File: src/rtl/hazard_stall_ctrl_if.sv
// Decode-side hazard bus between the ID stage and the pipeline sequencing controller.
// Carries the ID instruction, EX load and redirect status toward the controller,
//   and the stall/bubble/flush/multiply controls plus the stall counter back.
// master: pipeline side that drives ID/EX status and consumes controls.
// slave : the controller that consumes ID/EX status and drives controls.
// Instruction and register fields are numbered MSB-first (bit 0 = opcode MSB).
interface hazard_stall_ctrl_if #(
  parameter int CNT_W = 16
);
  logic [0:31]      id_instr;
  logic             id_valid;
  logic             ex_mem2reg;
  logic [0:4]       ex_rd;
  logic             redirect;

  logic             pc_stall;
  logic             ifid_stall;
  logic             idex_bubble;
  logic             ifid_flush;
  logic             mul_go;
  logic             mul_busy;
  logic [CNT_W-1:0] stall_cnt;

  modport master (
    output id_instr, id_valid, ex_mem2reg, ex_rd, redirect,
    input  pc_stall, ifid_stall, idex_bubble, ifid_flush, mul_go, mul_busy, stall_cnt
  );

  modport slave (
    input  id_instr, id_valid, ex_mem2reg, ex_rd, redirect,
    output pc_stall, ifid_stall, idex_bubble, ifid_flush, mul_go, mul_busy, stall_cnt
  );
endinterface

File: src/rtl/hazard_stall_ctrl.sv
// Pipeline sequencing controller: stall/bubble/flush for load-use, redirects, multi-cycle multiply.
// Latency: controls are combinational in the same cycle; mul_busy and stall_cnt are registered.
// Backpressure: pc_stall/ifid_stall hold the front end; MUL state holds it MUL_LATENCY-1 cycles.
// Ports:
//   clk, reset  : clock and synchronous active-high reset
//   bus (slave) : ID instruction/valid, EX load flag and rd, redirect in;
//                 pc_stall, ifid_stall, idex_bubble, ifid_flush, mul_go, mul_busy, stall_cnt out
module hazard_stall_ctrl #(
  parameter int MUL_LATENCY = 4,
  parameter int CNT_W       = 16
) (
  input  logic                clk,
  input  logic                reset,
  hazard_stall_ctrl_if.slave  bus
);

  // Remaining-cycle counter holds at most MUL_LATENCY-2.
  localparam int CW   = (MUL_LATENCY > 2) ? $clog2(MUL_LATENCY - 1) : 1;
  localparam int LOAD = (MUL_LATENCY > 1) ? (MUL_LATENCY - 2) : 0;

  typedef enum logic {
    RUN = 1'b0,
    MUL = 1'b1
  } state_t;

  state_t           state;
  state_t           state_nxt;
  logic [CW-1:0]    count;
  logic [CW-1:0]    count_nxt;
  logic             busy;
  logic [CNT_W-1:0] stall_count;

  // ---------------- decode ----------------
  logic [0:5] op;
  logic [0:4] rs1;
  logic [0:4] rs2;
  logic [0:5] funct;
  logic       uses_rs1;
  logic       uses_rs2;
  logic       is_mult;
  logic       load_use;
  logic       unused_fields;

  assign op    = bus.id_instr[0:5];
  assign rs1   = bus.id_instr[6:10];
  assign rs2   = bus.id_instr[11:15];
  assign funct = bus.id_instr[26:31];

  // rd/shamt bits never take part in hazard detection.
  assign unused_fields = ^bus.id_instr[16:25];

  // Jumps (00001x) carry a target in the rs1 field, not a register.
  assign uses_rs1 = (op[0:4] != 5'b00001);
  // Stores (101xxx) read their data register through rs2.
  assign uses_rs2 = (op == 6'b000000) || (op == 6'b000001) || (op[0:2] == 3'b101);
  // Two funct codes in the 000001 group are single-cycle and must not start the multiplier.
  assign is_mult  = (op == 6'b000001) && (funct != 6'b110100) && (funct != 6'b110101);

  // r0 is hardwired zero, so a load targeting it never creates a dependency.
  assign load_use = bus.id_valid && bus.ex_mem2reg && (bus.ex_rd != 5'd0) &&
                    ((uses_rs1 && (rs1 == bus.ex_rd)) || (uses_rs2 && (rs2 == bus.ex_rd)));

  // ---------------- next state / outputs ----------------
  logic pc_stall;
  logic ifid_stall;
  logic idex_bubble;
  logic ifid_flush;
  logic mul_go;

  always_comb begin
    state_nxt   = state;
    count_nxt   = count;
    pc_stall    = 1'b0;
    ifid_stall  = 1'b0;
    idex_bubble = 1'b0;
    ifid_flush  = 1'b0;
    mul_go      = 1'b0;

    if (!reset) begin
      unique case (state)
        RUN: begin
          if (bus.redirect) begin
            // The ID instruction is on the wrong path: drop it, let fetch continue at the target.
            ifid_flush  = 1'b1;
            idex_bubble = 1'b1;
          end else if (load_use) begin
            // One bubble is enough: next cycle the load is in MEM and forwarding covers it.
            pc_stall    = 1'b1;
            ifid_stall  = 1'b1;
            idex_bubble = 1'b1;
          end else if (bus.id_valid && is_mult) begin
            // The multiply itself enters EX now; the stall covers the instructions behind it.
            mul_go = 1'b1;
            if (MUL_LATENCY > 1) begin
              state_nxt = MUL;
              count_nxt = CW'(LOAD);
            end
          end
        end

        MUL: begin
          // EX is occupied by the multiply, so no branch can resolve here; redirect is ignored.
          pc_stall    = 1'b1;
          ifid_stall  = 1'b1;
          idex_bubble = 1'b1;
          if (count == '0) begin
            state_nxt = RUN;
          end else begin
            count_nxt = count - 1'b1;
          end
        end

        default: begin
          state_nxt = RUN;
        end
      endcase
    end
  end

  // ---------------- state ----------------
  always_ff @(posedge clk) begin
    if (reset) begin
      state       <= RUN;
      count       <= '0;
      busy        <= 1'b0;
      stall_count <= '0;
    end else begin
      state <= state_nxt;
      count <= count_nxt;
      busy  <= (state_nxt == MUL);
      // Saturate instead of wrapping so long runs still read as "at least max".
      if (pc_stall && (stall_count != {CNT_W{1'b1}})) begin
        stall_count <= stall_count + 1'b1;
      end
    end
  end

  assign bus.pc_stall    = pc_stall;
  assign bus.ifid_stall  = ifid_stall;
  assign bus.idex_bubble = idex_bubble;
  assign bus.ifid_flush  = ifid_flush;
  assign bus.mul_go      = mul_go;
  assign bus.mul_busy    = busy;
  assign bus.stall_cnt   = stall_count;

endmodule
File: src/flat_wrapper.sv
// flat-port wrapper written by rule: the top's interface ports become plain ports
module hazard_stall_ctrl_flat 
#(
  parameter int MUL_LATENCY = 4,
  parameter int CNT_W       = 16
)
  (clk, reset, bus_id_instr, bus_id_valid, bus_ex_mem2reg, bus_ex_rd, bus_redirect, bus_pc_stall, bus_ifid_stall, bus_idex_bubble, bus_ifid_flush, bus_mul_go, bus_mul_busy, bus_stall_cnt);
  hazard_stall_ctrl_if #(.CNT_W(CNT_W)) bus_i ();
  input  logic clk;
  input  logic reset;
  input wire logic [$bits(bus_i.id_instr)-1:0] bus_id_instr;
  input wire logic [$bits(bus_i.id_valid)-1:0] bus_id_valid;
  input wire logic [$bits(bus_i.ex_mem2reg)-1:0] bus_ex_mem2reg;
  input wire logic [$bits(bus_i.ex_rd)-1:0] bus_ex_rd;
  input wire logic [$bits(bus_i.redirect)-1:0] bus_redirect;
  output wire logic [$bits(bus_i.pc_stall)-1:0] bus_pc_stall;
  output wire logic [$bits(bus_i.ifid_stall)-1:0] bus_ifid_stall;
  output wire logic [$bits(bus_i.idex_bubble)-1:0] bus_idex_bubble;
  output wire logic [$bits(bus_i.ifid_flush)-1:0] bus_ifid_flush;
  output wire logic [$bits(bus_i.mul_go)-1:0] bus_mul_go;
  output wire logic [$bits(bus_i.mul_busy)-1:0] bus_mul_busy;
  output wire logic [$bits(bus_i.stall_cnt)-1:0] bus_stall_cnt;
  assign bus_i.id_instr = bus_id_instr;
  assign bus_i.id_valid = bus_id_valid;
  assign bus_i.ex_mem2reg = bus_ex_mem2reg;
  assign bus_i.ex_rd = bus_ex_rd;
  assign bus_i.redirect = bus_redirect;
  assign bus_pc_stall = bus_i.pc_stall;
  assign bus_ifid_stall = bus_i.ifid_stall;
  assign bus_idex_bubble = bus_i.idex_bubble;
  assign bus_ifid_flush = bus_i.ifid_flush;
  assign bus_mul_go = bus_i.mul_go;
  assign bus_mul_busy = bus_i.mul_busy;
  assign bus_stall_cnt = bus_i.stall_cnt;
  hazard_stall_ctrl #(.MUL_LATENCY(MUL_LATENCY), .CNT_W(CNT_W)) u_core (.clk(clk), .reset(reset), .bus(bus_i));
endmodule
File: config.mk
export PLATFORM = sky130hd
export DESIGN_NAME = hazard_stall_ctrl_flat
export DESIGN_NICKNAME = d
export VERILOG_FILES = /design/src/rtl/hazard_stall_ctrl_if.sv /design/src/rtl/hazard_stall_ctrl.sv /design/src/flat_wrapper.sv
export SDC_FILE = /design/constraint.sdc
export NUM_CORES = 1
export LEC_CHECK = 0
export ABC_AREA = 0
export BUFFER_PORTS_ARGS = -buffer_cell sky130_fd_sc_hd__buf_4
export CORE_UTILIZATION = 44
export DETAILED_ROUTE_END_ITERATION = 16
export PLACE_DENSITY = 0.77
export SYNTH_ARGS = -nofsm -noshare
export SYNTH_HDL_FRONTEND = slang
export SYNTH_SLANG_ARGS = --single-unit
File: constraint.sdc
create_clock -name clk -period 2.71 [get_ports clk]
set_input_delay 0 -clock clk [delete_from_list [all_inputs] [get_ports clk]]
set_output_delay 0 -clock clk [all_outputs]
set_load 0.01 [all_outputs]
# Word-level counts from Yosys, hierarchy flattened
# Cells that the tools add are included.
[word_totals] inputBits=42 reg_bits=19 wordCells=56 output_inout_bits=22
[op_classes] addsub=2 n_eq_ne=12 n_bitwise=1 n_reduce_logical=16 n_mux=22
[ops] op="adder 16 x 1 -> 16 bit, second input constant" n=1
[ops] op="inequality test 16 bit, second input constant" n=1
[ops] op="two-way mux 1 bit" n=14
[ops] op="inequality test 6 bit, second input constant" n=2
[ops] op="== test 5 bit" n=2
[ops] op="logical AND 1 bit" n=9
[ops] op="two-way mux 2 bit" n=4
[ops] op="== test 6 x 1 -> 1 bit, second input constant" n=1
[ops] op="logical NOT 6 bit" n=1
[ops] op="inequality test 2 bit, second input constant" n=3
[ops] op="one-hot mux 1 bit (2 select lines)" n=3
[ops] op="inequality test 5 x 1 -> 1 bit, second input constant" n=1
[ops] op="nonzero test 5 bit" n=1
[ops] op="one-hot mux 2 bit (2 select lines)" n=1
[ops] op="AND reduction 4 bit" n=1
[ops] op="== test 3 bit, second input constant" n=1
[ops] op="logical OR 1 bit" n=3
[ops] op="logical NOT 2 bit" n=1
[ops] op="inequality test 2 x 1 -> 1 bit, second input constant" n=1
[ops] op="subtractor 2 x 1 -> 2 bit, second input constant" n=1
[ops] op="NOT 1 bit" n=1

# Depth between registers and ports, before layout
# Gate-level depths: netlist of run 1.
[logic_depth] depth_word=11 depth_mapped=10 depth_no_buf=8

# Worst setup path before layout of run 1
# No wires, ideal clock.
[synth_timing] path_kind="register to register" startpoint="register u_core.stall_count[0], in the netlist u_core.bus.stall_cnt[0]" endpoint="register u_core.stall_count[14], in the netlist u_core.bus.stall_cnt[14]" setup_time_ns=0.132 t_required_ns=2.578 stages_incl_launch_ff=11 n_path_buf=2 period_less_slack_ns=2.071 path_slack_ns=0.639 arrival_time_ns=1.939 cell_sequence="dfxtp_1 > ha_1 > nand3_1 > nor4_1 > or4_1 > a21oi_2 > nor2_2 > buf_6 > buf_4 > o31ai_1 > a21oi_1"
[synth_between] elab_chain_len=2 elab_cells_between_ends=3 cone_classes="add/sub (1); eq/ne (1); reduce/logical (1)"
[synth_rtl] element="start: declaration" line="hazard_stall_ctrl.sv:31" rtl="logic [CNT_W-1:0] stall_count;"
[synth_rtl] element="start signal: assignment" line="hazard_stall_ctrl.sv:133" rtl="stall_count <= stall_count + 1'b1;"
[synth_rtl] element="parallel branches: the longest is 2 deep, another holds adder 16 x 1 -> 16 bit"
# Parallel ways; which one is timed is not known.
# A chain may end at the register's enable or synchronous reset.

# Worst setup path after layout of run 1
[layout_timing] startpoint="register u_core.stall_count[0], in the netlist u_core.bus.stall_cnt[0]" endpoint="register u_core.stall_count[9], in the netlist u_core.bus.stall_cnt[9]"
# The elaborated chain is that of the path after synthesis.

==> key figures, run 1 <==
Layout
  – Area of the multi-input gates: 713 µm²
  – Storage cell area: 380 µm²
  – Fill cells: around 220
  – Final Non-Filler Cells: between 200 and 250
  – Final Util: 64.3%
  – Final #Nets: 240
  – Share of layout cells above drive strength 1: 32.8%
  – Antenna diodes: 0
  – Layout area overhead: 37.2%

Global routing
  – Vias in the first global route: 1194
  – Initial antenna violation count: 0
  – Pin count of the biggest net entering global routing: 26
  – Gr usage total: 24.1%
  – First-pass GRT wire length: 5.04 mm
  – Met3 track demand over resource: around 5.2%
  – Grt ovf: 0
  – Routing usage on met2: 41.0%
  – Top Usage Layer GRT: met2
  – Met1 global-route usage: 29.5%

STA
  – Fin Setup TNS: 0 ns
  – Actual slew at the worst max-slew pin: 0.455 ns
  – Clk_skew: ~0.0078 ns
  – PnR worst setup slack: 0.367 ns
  – Max-slew headroom: 69.6%
  – Minimum clock period: 2.34 ns
  – Max-slew violations: 0
  – RSZ-0062 raised after global routing: no
  – Fin. Hold Viols: 0
  – Setup violators final: 0
  – Max Fclk: 427 MHz
  – Tcrit/Tclk final: 86.5%

Route
  – Vias/cell: around 5.7
  – DRC Markers: 0
  – Routed Antenna Nets: 0
  – Initial DRC count: 42
  – Avg WL per Cell: 13.5 µm
  – DRT Wirelength: 3.03 mm
  – 1st-pass router iterations: 4
  – Routed via count: 1275

Synth
  – Synthesis Warnings: 0
  – Yosys cell types: 33
  – Part of the Yosys area used for sequential elements: 32.8%
  – Syn avg cell area: just over 8 µm²
  – Synthesized area: 1160 µm²
  – Ranking of synthesized cells by area: dfxtp_1, or4_1, a21oi_1
  – Post-synthesis instance total: 144
  – Cell taking the most area after synthesis: dfxtp_1
  – Top cell type's share of synthesized area: 32.8%
  – Syn_nets: 188
  – Yosys reg bits: 19

Worst setup path
  – WP data arrival: 2.58 ns
  – Critical path type: flip-flop to flip-flop
  – Crit. End Element: flip-flop
  – Critical Path RT: slightly below 3 ns
  – Max FO, Critical Path: 25
  – Startpoint types: flip-flop

Clocking
  – Clk_lat worst skew: approximately 0.30 ns
  – Clock Tree Root: clkbuf_4
  – CTS Hold Bufs: 0
  – Clock Path Buffers: 2
  – Total setup buffers inserted after CTS: 0
  – CTS Buf Count: 3
  – CTS tree: yes
  – # clock sinks: 19
  – Post-cts resize count: 0
  – H-tree levels: 1
  – CTS clk-pin slew, worst paths: 0.11 ns

Power and ir drop
  – Total power: approximately 500 µW
  – Static leakage: 0.598 nW
  – Maximum VDD drop: 0.000322 V
  – Pwr Density: 313 nW/µm²

Floorplanning
  – Chip width: between 50 and 60 µm
  – Die Y: 53.4 µm
  – Die area: between 2000 and 3000 µm²
  – # rows: 18
  – Ports: 64
  – Starting Density: 46.9%
  – Core footprint: 2480 µm²

Placement
  – Post-DP HPWL: between 2 and 2.5 mm
  – Placer Congestion: 0.823
  – Port Buffers: 52
  – Placed Cells incl. Taps: 221
  – DP Worst Slack: 0.385 ns

Flow run
  – MaxCap Viol Count: 0

Worst hold path
  – Hold crit path type: input port to flip-flop

Status
  – Run status: complete, no violations
-- through the flow --
step	area, µm²	hold WS, ns
after global routing	1590	0.0385
after CTS	1590	0.0278
after floorplan	1160	0.112
after global placement	1570	0.337
after detailed placement	1570	0.349
final	1590	0.0312
-- cell usage in the layout, fill, tap and decap left out, types with 2 or more instances in the layout --
cell	count
xor2_1	5
xnor2_1	6
or3_1	5
o21ai_1	4
nor2_1	11
or4_1	12
dfxtp_1	19
buf_4	55
inv_1	6
nand4_1	8
nor3_1	4
ha_1	2
clkbuf_4	3
or4_4	2
a21oi_1	17
o31ai_1	9
o21ai_0	2
nand2_1	5
nand3_1	5
o211ai_1	2
-- sequential cells by signal (all words and copies together), names as in the netlist --
name,count
u_core.bus.stall_cnt,16
u_core.state,1
u_core.count,2
-- metal layers --
metal,part of all wire (%),wire length (µm),up-vias
met2,51,1550,32
met5,0,0,-
li1,-,-,645
met4,0.86,26,0
met1,44,1330,594
met3,4.4,133,4
-- kinds of logic (layout without fill, tap and decap cells) --
logic type | Yosys count | count (layout) | share of synthesized area, %
AND/OR/NAND/NOR | 59 | 59 | 30.3
AO/OA/AOI/OAI | 38 | 38 | 19.8
flip-flops | 19 | 19 | 32.8
buffers and inverters | 14 | 65 | 5.82
XOR/XNOR | 11 | 11 | 8.30
adder cells (fa/ha/maj) | 2 | 2 | 2.15
multiplexers | 1 | 1 | 0.862
-- power breakdown --
part           internal (mW)  switching [mW]
logic                 0.0436          0.0301
registers              0.279        0.000178
clock network         0.0574          0.0879
-- critical path, stage by stage (launching register included) --
cell and delay, ns:
dfxtp_1 0.37, ha_1 0.22, nand3_1 0.12, nor4_1 0.08, or4_1 0.42, a21oi_2 0.16, nor2_2 0.05, buf_4 0.20
or4_1 0.49, a21oi_1 0.16
-- area by class of cell --
| type | count | area share, % |
|---|---|---|
| multi-input combinational | 111 | 44.8 |
| tap | 30 | 2.36 |
| inverter | 6 | 1.41 |
| sequential | 19 | 23.9 |
| clock buffer | 4 | 1.65 |
| timing repair buffer | 55 | 25.9 |
-- final timing paths --
| check | slack [ns] | endpoint | from | cells past startpoint |
|---|---|---|---|---|
| max reg2reg | 0.37 | u_core.bus.stall_cnt[9] | u_core.bus.stall_cnt[0] | 9 |
| min | 0.03 | u_core.bus.stall_cnt[14] | reset | 2 |
| max | 0.37 | u_core.bus.stall_cnt[9] | u_core.bus.stall_cnt[0] | 9 |
| min reg2reg | 0.49 | u_core.count[1] | u_core.count[1] | 2 |
-- cell usage after synthesis --
| cell type | count |
|---|---|
| a211o_1 | 1 |
| a211oi_1 | 1 |
| a21oi_1 | 17 |
| a21oi_2 | 1 |
| buf_4 | 2 |
| buf_6 | 1 |
| clkbuf_1 | 5 |
| dfxtp_1 | 19 |
| ha_1 | 2 |
| inv_1 | 6 |
| mux2i_1 | 1 |
| nand2_1 | 5 |
| nand2b_1 | 1 |
| nand3_1 | 5 |
| nand3b_1 | 1 |
| nand4_1 | 8 |
| nor2_1 | 11 |
| nor2_2 | 1 |
| nor3_1 | 4 |
| nor3b_1 | 1 |
| nor4_1 | 1 |
| nor4_2 | 1 |
| o211ai_1 | 2 |
| o21a_1 | 1 |
| o21ai_0 | 2 |
| o21ai_1 | 4 |
| o31ai_1 | 9 |
| or2_2 | 1 |
| or3_1 | 5 |
| or4_1 | 12 |
| or4_4 | 2 |
| xnor2_1 | 6 |
| xor2_1 | 5 |
Power figures use the tool's default switching activity.
==> inputs of run 2 (changes only) <==
--- a/config.mk
+++ b/config.mk
@@ -10,5 +10,5 @@
 export CORE_UTILIZATION = 44
 export DETAILED_ROUTE_END_ITERATION = 16
-export PLACE_DENSITY = 0.77
+export PLACE_DENSITY = 0.76
 export SYNTH_ARGS = -nofsm -noshare
 export SYNTH_HDL_FRONTEND = slang
==> constraint.sdc (replaced) <==
create_clock -name clk -period 2.71 [get_ports clk]
set_input_delay 0.542 -clock clk [delete_from_list [all_inputs] [get_ports clk]]
set_output_delay 0.542 -clock clk [all_outputs]
set_load 0.01 [all_outputs]
==> run 2 against run 1 <==
  * Worst setup slack worse by 0.27 ns
  * Combinational power is 13% higher
  * Sequential share of layout area is 1.1 points lower
  * Die area stayed put
  * Maximum frequency is 10% lower
  * Final cell count is 1.3% higher
  * First-iteration DRC count is 7.1% lower
  * Critical endpoint is now bus_mul_go
  * Largest power group unchanged
==> key figures, run 2 (synthesis gave the netlist of run 1 again) <==
Route
  – Routed Antenna Nets: 0
  – Avg WL per Cell: 13.7 µm
  – Vias/cell: 5.82
  – DRT Wirelength: about 3.1 mm
  – Initial DRC count: 39
  – Routed via count: 1326
  – 1st-pass router iterations: 4
  – DRC Markers: 0

Global routing
  – Gr usage total: 23.4%
  – First-pass GRT wire length: 4.89 mm
  – Vias in the first global route: 1170
  – Initial antenna violation count: 0
  – Pin count of the biggest net entering global routing: 26
  – Grt ovf: 0

Worst setup path
  – Slowest CP cell: or4_4
  – Cell mode on critical path: buf_4
  – Max FO, Critical Path: 3
  – Critical path type: input port to output pin
  – WP data arrival: 2.08 ns
  – Crit. End Element: output pin
  – CP cell instances: buf_4 > or4_4 > o211ai_1 > or4_4 > a21oi_4 > buf_4 > nor3_2 > buf_4
  – Max incr delay on CP: 0.54 ns
  – Critical Path RT: 2.17 ns
  – Startpoint types: input port

Clocking
  – Clk_lat worst skew: 0.31 ns
  – H-tree levels: 1
  – CTS Hold Bufs: 0
  – CTS clk-pin slew, worst paths: 0.10 ns
  – Clock Tree Root: clkbuf_4
  – Clock Path Buffers: 2
  – CTS tree: yes
  – # clock sinks: 19
  – CTS Buf Count: 3

STA
  – Clk_skew: ~0.020 ns
  – Tcrit/Tclk final: 96.6%
  – Setup violators final: 0
  – Max-slew headroom: 68.3%
  – Actual slew at the worst max-slew pin: 0.474 ns
  – Worst Hold Slack: ~0.50 ns
  – Max Fclk: 382 MHz
  – Minimum clock period: 2.62 ns
  – Max-slew violations: 0
  – Fin. Hold Viols: 0

Floorplanning
  – Ports: 64
  – Chip width: 53.4 µm
  – Die Y: around 53 µm
  – Die area: approximately 2800 µm²
  – Core footprint: 2480 µm²
  – Starting Density: 46.9%
  – # rows: 18

Power and ir drop
  – Sequential power share: 54.5%
  – Sw Share: between 20% and 30%
  – Comb power frac: between 10% and 20%
  – Int Power: 383 µW
  – Static leakage: about 0.64 nW
  – Clk pwr share: between 20 and 30%
  – Pwr Density: just over 300 nW/µm²
  – NetSw: 130 µW
  – Maximum VDD drop: 0.000408 V

Layout
  – Commonest non-fill, non-tap cells in the layout: buf_4, dfxtp_1, a21oi_1
  – Share of layout cells above drive strength 1: 38.9%
  – Final Util: 67.5%
  – Layout area overhead: 44.1%
  – Max FFs per register: 16
  – Final #Nets: 243
  – Commonest non-fill, non-tap cell in the layout: buf_4
  – Antenna diodes: 0

Placement
  – Placer Congestion: roughly 0.83
  – Port Buffers: 52
  – Post-DP HPWL: 2.30 mm

Status
  – Run status: complete, no violations

Worst hold path
  – Hold crit path type: flip-flop to flip-flop

Flow run
  – MaxCap Viol Count: 0
[run 2: changes by cell type in the layout (fill, tap and decap cells not counted), sizes merged]
cell	previous run	this run
buf	55	58
clkbuf	4	3
clkinv	0	1
[run 2: repair_timing]
item,in CTS,in global routing
gates resized for setup,0,10
buffers inserted,0,2
endpoints found under the setup margin,0,4
[run 2: final timing paths]
check / endpoint / cells past startpoint / slack (ns) / from
min reg2reg: u_core.count[1] / 2 / 0.50 / u_core.count[1]
max: bus_mul_go / 8 / 0.09 / bus_id_instr[28]
max reg2reg: u_core.bus.stall_cnt[15] / 9 / 0.40 / u_core.bus.stall_cnt[0]
min: u_core.count[1] / 2 / 0.50 / u_core.count[1]
[run 2: final cells by class]
type / count / area [µm²]
clock buffers: 3 / 22.5
clock inverters: 1 / 5.00
fillers: 214 / 805
inverters: 6 / 22.5
multi-input cells: 111 / 769
flip-flops and latches: 19 / 380
well taps: 30 / 37.5
repair buffers: 58 / 435
[run 2: worst max-delay path: cells and delay by family]
kind	cells	cell delay, ns
AND/OR/NAND/NOR	3	0.85
AO/OA/AOI/OAI	2	0.26
buffers and inverters	3	0.42
[run 2: metrics by stage]
stage | area (µm²) | cells | worst slack [ns] | setup TNS, ns | total power, mW
CTS | 1600 | 226 | 0.00855 | 0 | 0.508
floorplan | 1160 | 144 | 0.110 | 0 | 0.313
finish | 1670 | 228 | 0.0925 | 0 | 0.513
global placement | 1570 | 222 | 0.0731 | 0 | 0.357
global route | 1670 | 228 | -0.0103 | -0.0180 | 0.534
detailed placement | 1570 | 222 | 0.0249 | 0 | 0.360
[run 2: metal layers]
| metal | track usage (%) | routed length [µm] | share of wire [%] | up-vias |
|---|---|---|---|---|
| li1 | - | - | - | 654 |
| met1 | 28.2 | 1370 | 44 | 635 |
| met2 | 41.7 | 1600 | 51 | 35 |
| met3 | 6.32 | 139 | 4.5 | 2 |
| met4 | 2.63 | 8 | 0.26 | 0 |
| met5 | 0 | 0 | 0 | - |
[run 2: power groups by stage]
stage,clock network (mW),registers [mW],logic [mW]
6_report,0.150,0.280,0.0831
4_1_cts,0.155,0.280,0.0740
2_1_floorplan,0,0.286,0.0272
3_5_place_dp,0,0.286,0.0739
3_3_place_gp,0,0.286,0.0714
5_1_grt,0.164,0.280,0.0899
